$ cat config.mk
export PLATFORM = sky130hd
export DESIGN_NAME = control_fsm
export DESIGN_NICKNAME = d
export VERILOG_FILES = /design/src/rtl/control_fsm.sv
export SDC_FILE = /design/constraint.sdc
export NUM_CORES = 1
export LEC_CHECK = 0
export ABC_CLOCK_PERIOD_IN_PS = 2200
export CAP_MARGIN = 10
export CORE_ASPECT_RATIO = 0.7
export CORE_MARGIN = 2
export CORE_UTILIZATION = 23
export CTS_CLUSTER_DIAMETER = 150
export DETAILED_ROUTE_END_ITERATION = 10
export GPL_TIMING_DRIVEN = 0
export PLACE_DENSITY = 0.46
export SKIP_CTS_REPAIR_TIMING = 1
export SYNTH_ARGS = -nofsm -noshare
export SYNTH_HDL_FRONTEND = slang
export SYNTH_SLANG_ARGS = --single-unit
$ cat constraint.sdc
create_clock -name clk -period 2.2 [get_ports clk]
set_input_delay 0.66 -clock clk [delete_from_list [all_inputs] [get_ports clk]]
set_output_delay 0.66 -clock clk [all_outputs]
set_load 0.01 [all_outputs]
$ cat src/rtl/control_fsm.sv
// Multi-cycle processor control unit: Moore FSM sequencing fetch, decode,
// execute, memory and write-back, plus a retired-instruction counter.
module control_fsm #(
    parameter logic [5:0] OP_NOP  = 6'b000000,
    parameter logic [5:0] OP_LW   = 6'b100000,
    parameter logic [5:0] OP_SW   = 6'b100001,
    parameter logic [5:0] OP_LLI  = 6'b100010,
    parameter logic [5:0] OP_LUI  = 6'b100011,
    parameter logic [5:0] OP_BEQ  = 6'b110000,
    parameter logic [5:0] OP_J    = 6'b110010,
    parameter logic [5:0] OP_HALT = 6'b111111
) (
    input  logic        clk,
    input  logic        reset,
    input  logic [5:0]  opcode,
    input  logic        zero,
    output logic        PCWrite,
    output logic        PCWriteCond,
    output logic        IRWrite,
    output logic        DMEMWrite,
    output logic        RegWrite,
    output logic        ALUSrcA,
    output logic        RegReadSel,
    output logic [1:0]  MemtoReg,
    output logic [1:0]  ALUSrcB,
    output logic [1:0]  PCSource,
    output logic [3:0]  ALUSel,
    output logic [3:0]  state,
    output logic        halted,
    output logic        illegal_op,
    output logic [15:0] retired
);

    localparam int unsigned RET_W = 16;
    localparam logic [3:0]  ALU_ADD = 4'b0000;
    localparam logic [3:0]  ALU_SUB = 4'b0001;

    typedef enum logic [3:0] {
        S_FETCH  = 4'd0,
        S_DECODE = 4'd1,
        S_EXEC_R = 4'd2,
        S_EXEC_I = 4'd3,
        S_WB_ALU = 4'd4,
        S_MEM_RD = 4'd5,
        S_WB_MEM = 4'd6,
        S_MEM_WR = 4'd7,
        S_WB_IMM = 4'd8,
        S_BRANCH = 4'd9,
        S_JUMP   = 4'd10,
        S_HALT   = 4'd11
    } state_t;

    state_t             state_q;
    state_t             dec_next;
    logic               dec_illegal;
    logic               retire;
    logic [RET_W-1:0]   retired_q;

    // The branch outcome is resolved in the datapath via PCWriteCond.
    logic unused_zero;
    assign unused_zero = zero;

    // Opcode decode: target state out of DECODE and undefined-opcode flag.
    always_comb begin
        dec_next    = S_FETCH;
        dec_illegal = 1'b0;
        if (opcode == OP_LW)                                dec_next = S_MEM_RD;
        else if (opcode == OP_SW)                           dec_next = S_MEM_WR;
        else if (opcode == OP_LLI || opcode == OP_LUI)      dec_next = S_WB_IMM;
        else if (opcode == OP_BEQ)                          dec_next = S_BRANCH;
        else if (opcode == OP_J)                            dec_next = S_JUMP;
        else if (opcode == OP_HALT)                         dec_next = S_HALT;
        else if (opcode == OP_NOP)                          dec_next = S_FETCH;
        else if (opcode[5:4] == 2'b00 && opcode[3:0] != 4'd0) dec_next = S_EXEC_R;
        else if (opcode[5:4] == 2'b01)                      dec_next = S_EXEC_I;
        else                                                dec_illegal = 1'b1;
    end

    // An instruction completes on the edge leaving its final state.
    always_comb begin
        retire = 1'b0;
        case (state_q)
            S_WB_ALU, S_WB_MEM, S_MEM_WR, S_WB_IMM, S_BRANCH, S_JUMP: retire = 1'b1;
            S_DECODE: retire = (opcode == OP_NOP);
            default:  retire = 1'b0;
        endcase
    end

    // State sequencing and retired-instruction counter.
    always_ff @(posedge clk or negedge reset) begin
        if (!reset) begin
            state_q   <= S_FETCH;
            retired_q <= '0;
        end else begin
            if (retire) retired_q <= retired_q + RET_W'(1);
            case (state_q)
                S_FETCH:          state_q <= S_DECODE;
                S_DECODE:         state_q <= dec_next;
                S_EXEC_R,
                S_EXEC_I:         state_q <= S_WB_ALU;
                S_MEM_RD:         state_q <= S_WB_MEM;
                S_HALT:           state_q <= S_HALT;
                default:          state_q <= S_FETCH;
            endcase
        end
    end

    // Moore output decode, forced low while reset is held.
    always_comb begin
        PCWrite     = 1'b0;
        PCWriteCond = 1'b0;
        IRWrite     = 1'b0;
        DMEMWrite   = 1'b0;
        RegWrite    = 1'b0;
        ALUSrcA     = 1'b0;
        RegReadSel  = 1'b0;
        MemtoReg    = 2'b00;
        ALUSrcB     = 2'b00;
        PCSource    = 2'b00;
        ALUSel      = ALU_ADD;
        halted      = 1'b0;
        illegal_op  = 1'b0;
        if (reset) begin
            RegReadSel = (opcode == OP_SW) || (opcode == OP_LLI) ||
                         (opcode == OP_LUI) || (opcode == OP_BEQ);
            case (state_q)
                S_FETCH: begin
                    IRWrite = 1'b1;
                    PCWrite = 1'b1;
                    ALUSrcB = 2'b01;
                end
                S_DECODE: begin
                    ALUSrcB    = 2'b10;
                    illegal_op = dec_illegal;
                end
                S_EXEC_R: begin
                    ALUSrcA = 1'b1;
                    ALUSel  = opcode[3:0];
                end
                S_EXEC_I: begin
                    ALUSrcA = 1'b1;
                    ALUSel  = opcode[3:0];
                    ALUSrcB = opcode[3] ? 2'b11 : 2'b10;
                end
                S_WB_ALU: RegWrite = 1'b1;
                S_WB_MEM: begin
                    RegWrite = 1'b1;
                    MemtoReg = 2'b01;
                end
                S_MEM_WR: DMEMWrite = 1'b1;
                S_WB_IMM: begin
                    RegWrite = 1'b1;
                    MemtoReg = (opcode == OP_LUI) ? 2'b11 : 2'b10;
                end
                S_BRANCH: begin
                    ALUSrcA     = 1'b1;
                    ALUSel      = ALU_SUB;
                    PCWriteCond = 1'b1;
                    PCSource    = 2'b01;
                end
                S_JUMP: begin
                    PCWrite  = 1'b1;
                    PCSource = 2'b10;
                end
                S_HALT:  halted = 1'b1;
                default: ;
            endcase
        end
    end

    assign state   = state_q;
    assign retired = retired_q;

endmodule
==> impl_metrics.toml <==
[placed_design]
place_ws_ns = -1.77
placed_area_sq_mm = 0.00183
gp_congestion = 0.797
io_buffers = 43
dp_hpwl_microns = 2700
dp_cells = 260

[sta]
fin_tns_setup_ns = -0.757
fmax_mhz = 424
fin_hold_ws_ns = 0.199
maxSlewHeadroom = 0.702
min_period_ns = 2.36
setup_violations = 7
maxSlewViolCount = 0
finalWorstSetupSlack_ns = -0.159
worst_pin_slew_ns = 0.443
timing.final.hold_violations = 0
timing.final.crit_share = 1.07
fin_worst_skew_ns = 0.00218
rsz0062_at_grt = "yes"

[flow_run]
drv_cap = 0

[setup_path]
crit_slowest_cell = "dfrtp_1"
cp_top_family = "simple AND/OR/NAND/NOR gates"
end_kind = "output port"
path_buf_inv = 3
cpMostUsedCell = "buf_6"
crit_type = "flip-flop to output port"
cp_max_fo = 7
r2r_end = "retired[15]"
cpPeakStageDelay_ns = 0.36
rr_worst_depth = 8
startpoint_type = "flip-flop"
worst_ep_required_time_ns = 1.54
worstPathCellList = "buf_6 -> and2b_2 -> buf_6 -> and3_4 -> a32oi_2 -> nor2_1 -> buf_2"
r2r-start = "state[1]"
arrival_ns = 1.70
r2r_setup_slack_ns = 0.27

[synthesis]
synth_nets = 155
yosys_register_bits = 20
syn_area_sq_mm = 0.00130
synth_top_area_frac = 0.386
syn_inst = 145
synth_cell_types = 41
avgSynthCellArea_sq_um = 8.95
yosys_warnings = 0
seq_area_frac_synth = 0.386
synth_largest_area_cell = "dfrtp_1"
synth.top_cells.by_area = "dfrtp_1 (39%), xnor2_1 (11%), nand3_1 (3.9%), nand4_1 (3.9%), nand2_1 (3.8%)"

[routing]
vias = 1332
avgRoutedWirePerCell_microns = 13.8
wl_microns = 3880
viasPerCell = 4.72
drtPass1Iterations = 4
drt_iter0_markers = 62
drc = 0
ant_nets = 0

[floorplanning]
die_area_sq_mm = 0.00627
coreArea_sq_mm = 0.00534
die_x_microns = 93.8
die_h_microns = 66.8
start_util = 0.243
ioPinCount = 48
rows = 22

[clock_network]
cts-root-buf = "clkbuf_8"
clk_pin_slew_ns = 0.07
h-tree-depth = 1
clk_latency_ns = 0.25
cts_made_buffers = 3
cts.sinks = 20
clock_path_buffers = 2
cts_tree = "built"

[cells_and_area]
final_util = 0.402
stdcell_area_sq_mm = 0.00215
fin_nets = 222
drive_gt1_frac = 0.319
syn_to_final_growth_pct = 65.5
mostFrequentLayoutCells = "clkdlybuf4s50_1 (20), buf_4 (18), dfrtp_1 (17)"
final_common_cell = "clkdlybuf4s50_1"
num_antenna_cells = 0
fin_cells = 282

[hold_path]
holdCritPathClass = "primary input to async pin"

[pwr]
vdd_ir_drop_max_mv = 0.544
leakage_nw = 1.10
powerDensity_mw_per_mm2 = 885
finalPower_mw = 1.90

[outcome]
violations = "setup timing"
status = "finished with violations"

[grt]
track_usage = 0.113
overflow = 0
grt_pass1_wl_microns = 5720
grt_max_degree = 28
antenna_found_initial = 0
first_global_vias = 1157
==> state kept, by name (all words and copies together) (netlist names) <==
register  flops
retired      16
state         4
==> metal layers <==
metal / share of wire / global-route usage / vias up / wire length [microns]
li1: - / - / 645 / -
met1: 0.50 / 0.166 / 656 / 1930
met2: 0.45 / 0.170 / 27 / 1740
met3: 0.043 / 0.0271 / 4 / 165
met4: 0.011 / 0.0199 / 0 / 42
met5: 0 / 0 / - / 0
==> layout make-up <==
type                            count  area (sq um)
Buffer                             10          87.6
Fill cell                         548          3190
Timing Repair Buffer               63           611
Multi-Input combinational cell    113           810
Inverter                            1          3.75
Sequential cell                    20           504
Tap cell                           72          90.1
Clock buffer                        3          41.3
==> power breakdown <==
part	switching, mW	internal (mW)	total, mW
logic	0.531	0.552	1.08
clock network	0.115	0.122	0.237
registers	0.121	0.459	0.580
total	0.768	1.13	1.90
==> synthesized netlist by cell type <==
cell type and instances:
dfrtp_1 20, xnor2_1 16, nand2_1 13, nor2_1 13, nand3_1 10, nand4_1 8
and3_1 7, a21oi_1 5, clkbuf_1 5, and2_1 4, nand2b_1 3, nor3_1 3
o21ai_0 3, a211oi_1 2, a21o_1 2, and4_1 2, buf_2 2, buf_4 2
buf_6 2, or2_2 2, a2111oi_0 1, a21boi_0 1, a21boi_2 1, a31o_2 1
a32o_1 1, a32oi_1 1, and2b_1 1, ha_1 1, inv_1 1, mux2_2 1
nand4_2 1, nor2b_1 1, nor3b_1 1, nor4_2 1, nor4b_2 1, o211ai_1 1
o22ai_1 1, o2bb2ai_1 1, o31ai_1 1, or4_1 1, xor2_1 1
==> worst max-delay path by stage <==
stage | end | slack (ns) | cells past startpoint | startpoint
final | MemtoReg[0] | -0.16 | 7 | state[2]
after global routing | MemtoReg[0] | -0.21 | 7 | state[2]
after CTS | ALUSel[0] | -1.79 | 5 | reset
after detailed placement | ALUSel[0] | -1.77 | 5 | reset
after global placement | PCSource[0] | -1.77 | 5 | reset
after floorplan | illegal_op | -0.08 | 4 | opcode[3]
==> logic make-up (layout without fill, tap and decap cells) <==
logic type,count (synthesis),count (layout),synth area share
buffers and inverters,12,77,0.0540
xor gates and xnor gates,17,17,0.115
AOI/OAI and AO/OA,22,22,0.120
adders and majority gates,1,1,0.00964
muxes,1,1,0.00868
DFF,20,20,0.386
and+or+nand+nor,72,72,0.308
Note: power is estimated with default switching activity, not from simulation.
